==> src/rtl/dbus_axil_bridge_pkg.sv <==
`default_nettype none
// ============================================================================
// Module      : dbus_axil_bridge_pkg
// Description : Shared types and constants for the DBus to AXI4-Lite bridge.
//               Holds the bridge state encoding, the AXI response codes and
//               a strobe population-count helper used by the lane aligner.
// Revision    : 1.0 - initial release
// ============================================================================
package dbus_axil_bridge_pkg;

    typedef enum logic [2:0] {
        ST_IDLE    = 3'd0,
        ST_RD_ADDR = 3'd1,
        ST_RD_DATA = 3'd2,
        ST_WR_REQ  = 3'd3,
        ST_WR_RESP = 3'd4,
        ST_DONE    = 3'd5
    } dbus_bridge_state_t;

    localparam logic [1:0] AXI_RESP_OKAY   = 2'b00;
    localparam logic [1:0] AXI_RESP_EXOKAY = 2'b01;
    localparam logic [1:0] AXI_RESP_SLVERR = 2'b10;
    localparam logic [1:0] AXI_RESP_DECERR = 2'b11;

    // Number of set bits in a 4-bit byte strobe (0..4).
    function automatic logic [2:0] strobe_popcount(input logic [3:0] strobe);
        return 3'(strobe[0]) + 3'(strobe[1]) + 3'(strobe[2]) + 3'(strobe[3]);
    endfunction

endpackage
`default_nettype wire

==> src/rtl/dbus_axil_bridge_lane_align.sv <==
`default_nettype none
// ============================================================================
// Module      : dbus_lane_align
// Description : Combinational byte-lane steering between the LSB-justified
//               DBus view and the word-aligned AXI view.
//   i_addr_lo      in   2   store byte offset (live request address)
//   i_st_data      in   32  store data, LSB-justified
//   i_st_strobe    in   4   store strobes, LSB-justified
//   i_ld_offset    in   2   load byte offset (captured at request)
//   i_ld_raw       in   32  raw AXI read word
//   o_st_data      out  32  store data shifted onto its byte lanes
//   o_st_strobe    out  4   strobes shifted onto their byte lanes
//   o_ld_data      out  32  load data with addressed byte in [7:0]
//   o_misaligned   out  1   store would spill past the word boundary
// Revision    : 1.0 - initial release
// ============================================================================
module dbus_lane_align
    import dbus_axil_bridge_pkg::*;
(
    input  logic [1:0]  i_addr_lo,
    input  logic [31:0] i_st_data,
    input  logic [3:0]  i_st_strobe,
    input  logic [1:0]  i_ld_offset,
    input  logic [31:0] i_ld_raw,
    output logic [31:0] o_st_data,
    output logic [3:0]  o_st_strobe,
    output logic [31:0] o_ld_data,
    output logic        o_misaligned
);

    assign o_st_data   = i_st_data << {i_addr_lo, 3'b000};
    assign o_st_strobe = i_st_strobe << i_addr_lo;
    assign o_ld_data   = i_ld_raw >> {i_ld_offset, 3'b000};

    // Offset plus access size beyond 4 bytes would cross into the next word.
    assign o_misaligned = ({2'b00, i_addr_lo} + {1'b0, strobe_popcount(i_st_strobe)}) > 4'd4;

endmodule
`default_nettype wire

==> src/rtl/dbus_axil_bridge.sv <==
`default_nettype none
// ============================================================================
// Module      : dbus_axil_bridge
// Description : Single-beat DBus (LSU side) to AXI4-Lite master bridge with
//               byte-lane alignment, error reporting and handshake timeout.
//   clk, rst_n                  clock, asynchronous active-low reset
//   dbus_rd_en/wr_en            load / store request (held while dbus_wait)
//   dbus_addr/wr_data/wr_strobe request address, store data and strobes
//   dbus_rd_data                load data, addressed byte in [7:0]
//   dbus_wait                   request in flight
//   dbus_err                    transaction aborted (valid in DONE cycle)
//   m_aw*/m_w*/m_b*             AXI4-Lite write channels
//   m_ar*/m_r*                  AXI4-Lite read channels
// Revision    : 1.0 - initial release
// ============================================================================
module dbus_axil_bridge
    import dbus_axil_bridge_pkg::*;
#(
    parameter int unsigned TIMEOUT_CYCLES = 256
)(
    input  logic        clk,
    input  logic        rst_n,
    input  logic        dbus_rd_en,
    input  logic        dbus_wr_en,
    input  logic [31:0] dbus_addr,
    input  logic [31:0] dbus_wr_data,
    input  logic [3:0]  dbus_wr_strobe,
    output logic [31:0] dbus_rd_data,
    output logic        dbus_wait,
    output logic        dbus_err,
    output logic [31:0] m_awaddr,
    output logic        m_awvalid,
    input  logic        m_awready,
    output logic [31:0] m_wdata,
    output logic [3:0]  m_wstrb,
    output logic        m_wvalid,
    input  logic        m_wready,
    input  logic [1:0]  m_bresp,
    input  logic        m_bvalid,
    output logic        m_bready,
    output logic [31:0] m_araddr,
    output logic        m_arvalid,
    input  logic        m_arready,
    input  logic [31:0] m_rdata,
    input  logic [1:0]  m_rresp,
    input  logic        m_rvalid,
    output logic        m_rready
);

    localparam int unsigned      c_TW   = (TIMEOUT_CYCLES > 1) ? $clog2(TIMEOUT_CYCLES) : 1;
    localparam logic [c_TW-1:0]  c_TMAX = c_TW'((TIMEOUT_CYCLES > 0) ? TIMEOUT_CYCLES - 1 : 0);

    dbus_bridge_state_t r_state, w_next;
    logic [c_TW-1:0]    r_timer;
    logic [31:0]        r_axi_addr, r_wdata, r_rd_data;
    logic [3:0]         r_wstrb;
    logic [1:0]         r_ld_off;
    logic               r_arvalid, r_awvalid, r_wvalid, r_err;

    logic [31:0]        w_st_data, w_ld_data;
    logic [3:0]         w_st_strobe;
    logic               w_misaligned, w_timeout, w_busy, w_aw_done, w_w_done;

    dbus_lane_align u_lane_align (
        .i_addr_lo    (dbus_addr[1:0]),
        .i_st_data    (dbus_wr_data),
        .i_st_strobe  (dbus_wr_strobe),
        .i_ld_offset  (r_ld_off),
        .i_ld_raw     (m_rdata),
        .o_st_data    (w_st_data),
        .o_st_strobe  (w_st_strobe),
        .o_ld_data    (w_ld_data),
        .o_misaligned (w_misaligned)
    );

    // The timer counts cycles spent in the current waiting state; it fires
    // in the TIMEOUT_CYCLES-th such cycle.
    generate
        if (TIMEOUT_CYCLES != 0) begin : g_timeout_en
            assign w_timeout = (r_timer == c_TMAX);
        end else begin : g_timeout_off
            assign w_timeout = 1'b0;
        end
    endgenerate

    assign w_busy    = (r_state == ST_RD_ADDR) || (r_state == ST_RD_DATA) ||
                       (r_state == ST_WR_REQ)  || (r_state == ST_WR_RESP);
    // A write channel is finished once its valid is low or handshaking now.
    assign w_aw_done = !r_awvalid || m_awready;
    assign w_w_done  = !r_wvalid  || m_wready;

    // State and registers
    always_ff @(posedge clk or negedge rst_n) begin
        if (!rst_n) begin
            r_state    <= ST_IDLE;
            r_timer    <= '0;
            r_axi_addr <= '0;
            r_wdata    <= '0;
            r_wstrb    <= '0;
            r_rd_data  <= '0;
            r_ld_off   <= '0;
            r_arvalid  <= 1'b0;
            r_awvalid  <= 1'b0;
            r_wvalid   <= 1'b0;
            r_err      <= 1'b0;
        end else begin
            r_state <= w_next;
            if (w_next != r_state) begin
                r_timer <= '0;
            end else if (w_busy) begin
                r_timer <= r_timer + c_TW'(1);
            end

            case (r_state)
                ST_IDLE: begin
                    if (dbus_rd_en && dbus_wr_en) begin
                        r_err <= 1'b1;
                    end else if (dbus_wr_en) begin
                        if (w_misaligned) begin
                            r_err <= 1'b1;
                        end else begin
                            r_axi_addr <= {dbus_addr[31:2], 2'b00};
                            r_wdata    <= w_st_data;
                            r_wstrb    <= w_st_strobe;
                            r_awvalid  <= 1'b1;
                            r_wvalid   <= 1'b1;
                        end
                    end else if (dbus_rd_en) begin
                        r_axi_addr <= {dbus_addr[31:2], 2'b00};
                        r_ld_off   <= dbus_addr[1:0];
                        r_arvalid  <= 1'b1;
                    end
                end
                ST_RD_ADDR: begin
                    if (m_arready || w_timeout) r_arvalid <= 1'b0;
                    if (!m_arready && w_timeout) r_err <= 1'b1;
                end
                ST_RD_DATA: begin
                    if (m_rvalid) begin
                        r_rd_data <= w_ld_data;
                        r_err     <= |m_rresp;
                    end else if (w_timeout) begin
                        r_err <= 1'b1;
                    end
                end
                ST_WR_REQ: begin
                    if (m_awready || w_timeout) r_awvalid <= 1'b0;
                    if (m_wready  || w_timeout) r_wvalid  <= 1'b0;
                    if (!(w_aw_done && w_w_done) && w_timeout) r_err <= 1'b1;
                end
                ST_WR_RESP: begin
                    if (m_bvalid) begin
                        r_err <= |m_bresp;
                    end else if (w_timeout) begin
                        r_err <= 1'b1;
                    end
                end
                ST_DONE: begin
                    r_err <= 1'b0;
                end
                default: ;
            endcase
        end
    end

    // Next-state logic
    always_comb begin
        w_next = r_state;
        case (r_state)
            ST_IDLE: begin
                if (dbus_rd_en && dbus_wr_en) w_next = ST_DONE;
                else if (dbus_wr_en)          w_next = w_misaligned ? ST_DONE : ST_WR_REQ;
                else if (dbus_rd_en)          w_next = ST_RD_ADDR;
            end
            ST_RD_ADDR: begin
                if (m_arready)      w_next = ST_RD_DATA;
                else if (w_timeout) w_next = ST_DONE;
            end
            ST_RD_DATA: begin
                if (m_rvalid || w_timeout) w_next = ST_DONE;
            end
            ST_WR_REQ: begin
                if (w_aw_done && w_w_done) w_next = ST_WR_RESP;
                else if (w_timeout)        w_next = ST_DONE;
            end
            ST_WR_RESP: begin
                if (m_bvalid || w_timeout) w_next = ST_DONE;
            end
            ST_DONE:  w_next = ST_IDLE;
            default:  w_next = ST_IDLE;
        endcase
    end

    // Outputs decoded from state; readies are only ever raised in the
    // matching wait state, so late responses after a timeout are ignored.
    always_comb begin
        dbus_wait = (r_state != ST_DONE) && (dbus_rd_en || dbus_wr_en);
        m_rready  = (r_state == ST_RD_DATA);
        m_bready  = (r_state == ST_WR_RESP);
    end

    assign dbus_rd_data = r_rd_data;
    assign dbus_err     = r_err;
    assign m_araddr     = r_axi_addr;
    assign m_awaddr     = r_axi_addr;
    assign m_wdata      = r_wdata;
    assign m_wstrb      = r_wstrb;
    assign m_arvalid    = r_arvalid;
    assign m_awvalid    = r_awvalid;
    assign m_wvalid     = r_wvalid;

endmodule
`default_nettype wire
==> config.mk <==
export PLATFORM = sky130hd
export DESIGN_NAME = dbus_axil_bridge
export DESIGN_NICKNAME = d
export VERILOG_FILES = /design/src/rtl/dbus_axil_bridge_pkg.sv /design/src/rtl/dbus_axil_bridge_lane_align.sv /design/src/rtl/dbus_axil_bridge.sv
export SDC_FILE = /design/constraint.sdc
export NUM_CORES = 1
export LEC_CHECK = 0
export ABC_AREA = 1
export CAP_MARGIN = 10
export CORE_MARGIN = 3
export CORE_UTILIZATION = 41
export CTS_BUF_LIST = sky130_fd_sc_hd__clkbuf_2 sky130_fd_sc_hd__clkbuf_4 sky130_fd_sc_hd__clkbuf_8
export DETAILED_ROUTE_END_ITERATION = 10
export GPL_TIMING_DRIVEN = 0
export PLACE_DENSITY = 0.8
export SLEW_MARGIN = 20
export SYNTH_ARGS = -nofsm -noshare
export SYNTH_HDL_FRONTEND = slang
export SYNTH_SLANG_ARGS = --single-unit
==> constraint.sdc <==
create_clock -name clk -period 1.7 [get_ports clk]
set_clock_uncertainty 0.2 [all_clocks]
set_input_delay 0.34 -clock clk [delete_from_list [all_inputs] [get_ports clk]]
set_output_delay 0.34 -clock clk [all_outputs]
set_load 0.05 [all_outputs]
**Word-level counts from Yosys, hierarchy flattened**

Cells that the tools add are included.

- Equality and inequality tests: 21
- Add/subtract/negate cells: 5
- Order comparisons: 1
- Reductions and logical operators: 36
- Shift-type cells: 3
- Mux-type cells: 36
- Bitwise logic cells: 3

Operators with widths:

| cell | number |
|---|---|
| 2-to-1 mux 32 bit | 3 |
| left shift 32 x 5 -> 32 bit | 1 |
| >> shifter 32 x 5 -> 32 bit | 1 |
| 2-to-1 mux 3 bit | 9 |
| AND reduction 5 bit | 4 |
| 2-to-1 mux 1 bit | 17 |
| 2-to-1 mux 8 bit | 2 |
| one-hot mux 3 bit (5 select lines) | 1 |
| inequality test 2 bit, second input constant | 6 |
| AND reduction 4 bit | 3 |
| logical OR 1 bit | 11 |
| inequality test 2 x 1 -> 1 bit, second input constant | 5 |
| inequality test 3 bit, second input constant | 3 |
| adder 8 x 1 -> 8 bit, second input constant | 1 |
| equality test 8 bit, second input constant | 1 |
| nonzero test 2 bit | 4 |
| adder 3 x 1 -> 3 bit | 2 |
| equality test 3 x 2 -> 1 bit, second input constant | 2 |
| equality test 3 bit, second input constant | 2 |
| one-hot mux 1 bit (2 select lines) | 3 |
| one-hot mux 1 bit (6 select lines) | 1 |
| nonzero test 6 bit | 1 |
| logical AND 1 bit | 5 |
| adder 2 x 3 -> 4 bit | 1 |
| 10 further kinds | 16 |

- Output and inout bits: 139
- Logic and storage cells: 116
- Bits in registers: 117
- Bits of input ports: 113

**Depth between registers and ports, before layout**

- Depth after elaboration: 11
- Depth in mapped cells: 17
- Mapped depth without buffers: 16

**Modules after synthesis**

Synthesis repeated with hierarchy kept, for this count alone.

- Cells, all modules: 835
- Area total of the unflattened synthesis: 6785.3 um^2

Modules (own cells, without submodules):

| module | cells an instance | instances | area an instance (um^2) | seq. area each (um^2) |
|---|---|---|---|---|
| dbus_axil_bridge | 475 | 1 | 5168.7 | 2877.8 |
| dbus_lane_align | 360 | 1 | 1616.6 | 0.0 |

**Worst setup path after synthesis**

Ideal clock, no wire load.

- Kind: in2reg
- Start point: input dbus_wr_strobe[0]
- End point: register r_axi_addr[10] (netlist: m_araddr[10])
- Library setup time: 0.125 ns
- Data arrival time: 2.695 ns
- Slack: -1.320 ns
- Required time: 1.375 ns
- Buffers on the path: 1
- Cell stages on the path: 14
- Path through: ha_1 > inv_1 > fa_1 > inv_1 > ha_1 > inv_1 > fa_1 > nand2_1 > nand3_1 > nand3_1 > nand2_1 > nand2_1 > buf_2 > mux2_2

- Word-level cells in the longest chain between the ends: 7

RTL lines:

| what | RTL line | RTL |
|---|---|---|
| start: declaration | dbus_axil_bridge.sv:27 | `input logic [3:0] dbus_wr_strobe,` |
| adder 1 x 1 -> 2 bit | dbus_axil_bridge_pkg.sv:27 | `return 3'(strobe[0]) + 3'(strobe[1]) + 3'(strobe[2]) + 3'(strobe[3]);` |
| adder 3 x 1 -> 3 bit (2 in series) | dbus_axil_bridge_pkg.sv:27 |  |
| adder 2 x 3 -> 4 bit | dbus_axil_bridge_lane_align.sv:36 | `assign o_misaligned = ({2'b00, i_addr_lo} + {1'b0, strobe_popcount(i_st_strobe)}) > 4'd4;` |
| greater-than comparator 4 x 3 -> 1 bit | dbus_axil_bridge_lane_align.sv:36 |  |
| inequality test 2 bit (no source line) | -- |  |
| AND reduction 4 bit (no source line) | -- |  |
| end signal: assignment | dbus_axil_bridge.sv:122 | `r_axi_addr <= {dbus_addr[31:2], 2'b00};` |
| end signal: assignment | dbus_axil_bridge.sv:129 | `r_axi_addr <= {dbus_addr[31:2], 2'b00};` |
| end: declaration | dbus_axil_bridge.sv:55 | `logic [31:0] r_axi_addr, r_wdata, r_rd_data;` |

No other way between the ends.
A chain may end at the register's enable or synchronous reset.

**Worst setup path after layout**

- Start point: input dbus_wr_strobe[1]
- End point: register r_wdata[12] (netlist: m_wdata[12])

- Word-level cells in the longest chain between the ends: 7

RTL lines:

| what | RTL line | RTL |
|---|---|---|
| adder 1 x 1 -> 2 bit | dbus_axil_bridge_pkg.sv:27 |  |
| adder 3 x 1 -> 3 bit (2 in series) | dbus_axil_bridge_pkg.sv:27 |  |
| adder 2 x 3 -> 4 bit | dbus_axil_bridge_lane_align.sv:36 |  |
| greater-than comparator 4 x 3 -> 1 bit | dbus_axil_bridge_lane_align.sv:36 |  |
| inverter 1 bit (no source line) | -- |  |
| AND reduction 4 bit (no source line) | -- |  |
| end signal: assignment | dbus_axil_bridge.sv:123 | `r_wdata <= w_st_data;` |
| end: declaration | dbus_axil_bridge.sv:55 |  |

No other way between the ends.

==> metrics <==
Psw=11.9 mW; Comb power frac=65.8%; vias in the first global route=between 6000 and 7000; Max-cap violations=0; Syn Inst Count=about 740; clock network power share=12.8%; R2R setup slack=-470 ps; Yosys warnings=0; post-route cell area=between 10000 and 15000 µm²; failing checks=negative setup slack; Total Power=23.2 mW; Synth top area share=46.3%; final worst path period share=164%; Critical Path RT=1790 ps; dominant cells by area after synthesis=dfrtp_1 (46%), nand2_1 (12%), o21ai_0 (7.1%); Clock Pin Slew Worst Setup and Hold Paths=70 ps; top-count cell post-synth=nand2_1; Power Internal=about 11 mW; vias per inst=approximately 5.4; initial DRC count=460; global-route wire length before repair=33.9 mm; Synth cell types=39; sequential share of the synthesized area=a little under half; Rel. slew slack=between 50% and 60%; core footprint=~15000 µm²; Seq pwr share=a little over a fifth; Arr. time, crit path=between 2000 and 3000 ps; Setup crit end=m_wdata[12]; critical path's largest stage delay=around 470 ps; critical path, cell by cell=buf_8 -> ha_4 -> inv_2 -> fa_1 -> inv_1 -> ha_2 -> inv_2 -> fa_1 -> nand2_1 -> nand3_2 -> buf_6 -> nand3_4 -> nor2_4 -> inv_4 -> buf_12 -> buf_8 -> nand2_1 -> o31ai_2; Die X=between 100 and 150 µm; post-DP HPWL=~15 mm; Buffers & Inverters on Critical Path=8; CTS sink cnt=115; Starting Density=42.3%; wire length per cell=~18 µm; worst reg2reg path endpoint=m_araddr[5]; Critical Path End Type=register; I/O Pins=252; leading area contributor after synthesis=dfrtp_1; worst-path fanout max=7; Post-synth EDFFs=0; startpoint types=input port; final setup margin=-1090 ps; clock buffer depth=2; Overflow after GRT=0; Cell Rows=between 40 and 50; 1st-pass router iterations=4; post-place setup slack=-2070 ps; Worst R2R Start=r_state[2]; Post-synth ARST share=100%; All-Layer GR Usage=between 20 and 30%; clk_lat worst skew=about 440 ps; hold slack final=127 ps; Min-Delay Path Class=in2reg; fmax=about 0.36 GHz; Layout area overhead=71.6%; final WL=around 22 mm; share of layout cells above drive strength 1=43.0%; Finished Core Util=roughly 73%; routed vias=6727; R2R cell count=8; Die Area=around 17000 µm²; Die H=between 100 and 150 µm; number of diodes=0; Post-DP Area=9250 µm²; final setup TNS=-83460 ps; commonest cells in the netlist=nand2_1 (205), dfrtp_1 (115), o21ai_0 (88); dominant synthesized flop cell=dfrtp_1; crit path time final=approximately 2800 ps; Final Hold Violating Endpoints=0; mean post-synth cell area=approximately 8.4 µm²; Peak VDD IR=about 1.5 mV; Critical Path Start=dbus_wr_strobe[1]; Slew @ Worst Pin=737 ps; crit-path leading delay family=adder cells; max-slew violation count=0; DRT antenna net count=0; Final Non-Filler Cells=roughly 1300; routability cong.=about 0.96; PortBufs=between 200 and 250; Crit-path slowest cell=fa_1; Final Setup Violations=116; CTS tree=done; outcome=finished, violations left; leakage power=5.15 nW; Yosys reg bits=between 100 and 150; Num CTS Buffers=17; fin nets=around 1200; DRC=0; pin count of the biggest net entering global routing=67; power density over the cells=around 2200 nW/µm²; Setup Crit Path Kind=in2reg; initial antenna violation count=0; Synth Cell Area=~6200 µm²; switching part of the total=51.2%; Crit path depth=18; H-Tree Depth=4; clock tree root buffer cell=clkbuf_8; unrepaired setup endpoints after global routing=yes; Placed Cells=about 1200
## layout make-up
cell class	count	area [µm²]
Multi-Input combinational cell	506	3530
Buffer	77	673
Timing Repair inverter	1	11.3
Clock buffer	23	310
Inverter	46	191
Clock inverter	9	149
Timing Repair Buffer	293	2690
Sequential cell	115	2880
Tap cell	184	230
Fill cell	1108	4030
## repair_timing
item,4_1_cts,5_1_grt
pin swaps,16,10
hold buffers,1,0
endpoints found under the hold margin,49,0
setup endpoints to repair,250,147
setup buffers,25,11
cloned,8,4
gates resized for setup,855,191
## flip-flops by register name, summed over array words and instances, names as in the netlist
| register | count |
|---|---|
| m_arvalid | 1 |
| dbus_err | 1 |
| r_ld_off | 2 |
| m_awvalid | 1 |
| r_timer | 8 |
| dbus_rd_data | 32 |
| r_state | 3 |
| m_wstrb | 4 |
| m_araddr | 30 |
| m_wdata | 32 |
| m_wvalid | 1 |
## routing by layer
layer / track usage, % / part of all wire [%] / up-vias
met5: 0 / 0 / -
met4: 10.4 / 3.4 / 0
met3: 6.92 / 10 / 70
met2: 41.5 / 48 / 431
met1: 32.9 / 39 / 3147
li1: - / - / 3079
## power by group through the flow
stage / Combinational [mW] / Sequential (mW) / Clock [mW]
global route: 16.0 / 5.12 / 3.11
detailed placement: 13.6 / 4.83 / 0
finish: 15.3 / 4.96 / 2.96
global placement: 13.5 / 4.82 / 0
CTS: 13.9 / 4.79 / 2.98
floorplan: 5.34 / 8.69 / 0
## worst register-to-register path: cells and delay by family (launching register included)
kind	cells	cell delay, ps
buffers and inverters	4	580
AND/OR/NAND/NOR	2	280
flip-flops	1	370
AO/OA/AOI/OAI	1	330
multiplexers	1	290
## cell families (layout without fill, tap and decap cells)
family          count (synthesis)  count (layout)  share of synthesized area (%)
xor+xnor                        7               7                          0.987
other cells                     1               4                         0.0603
mux                            40              40                           7.05
flops                         115             115                           46.3
simple gates                  300             300                           20.2
fa+ha+maj                       7               7                           1.65
buf+inv                       125             449                           10.1
compound gates                148             148                           13.6
## worst min-delay path by stage
stage	end	slack, ps	cells after the start	startpoint
after floorplan	dbus_err	-160	0	rst_n
after global placement	m_wdata[29]	260	2	m_wdata[29]
after detailed placement	dbus_rd_data[13]	110	1	rst_n
after CTS	m_wstrb[0]	110	4	dbus_wr_strobe[0]
after global routing	m_wstrb[0]	110	4	dbus_wr_strobe[0]
final	m_wstrb[0]	130	4	dbus_wr_strobe[0]
## cell usage in the layout (no fill, tap or decap), drive strengths merged, types with 30 or more instances in the layout
cell type      instances
nand2                208
buf                  208
dfrtp                115
clkdlybuf4s50        107
o21ai                 88
clkbuf                75
inv                   45
nand3                 45
nor2                  38
mux2                  30
No activity file was read; power rests on OpenSTA's default activity.
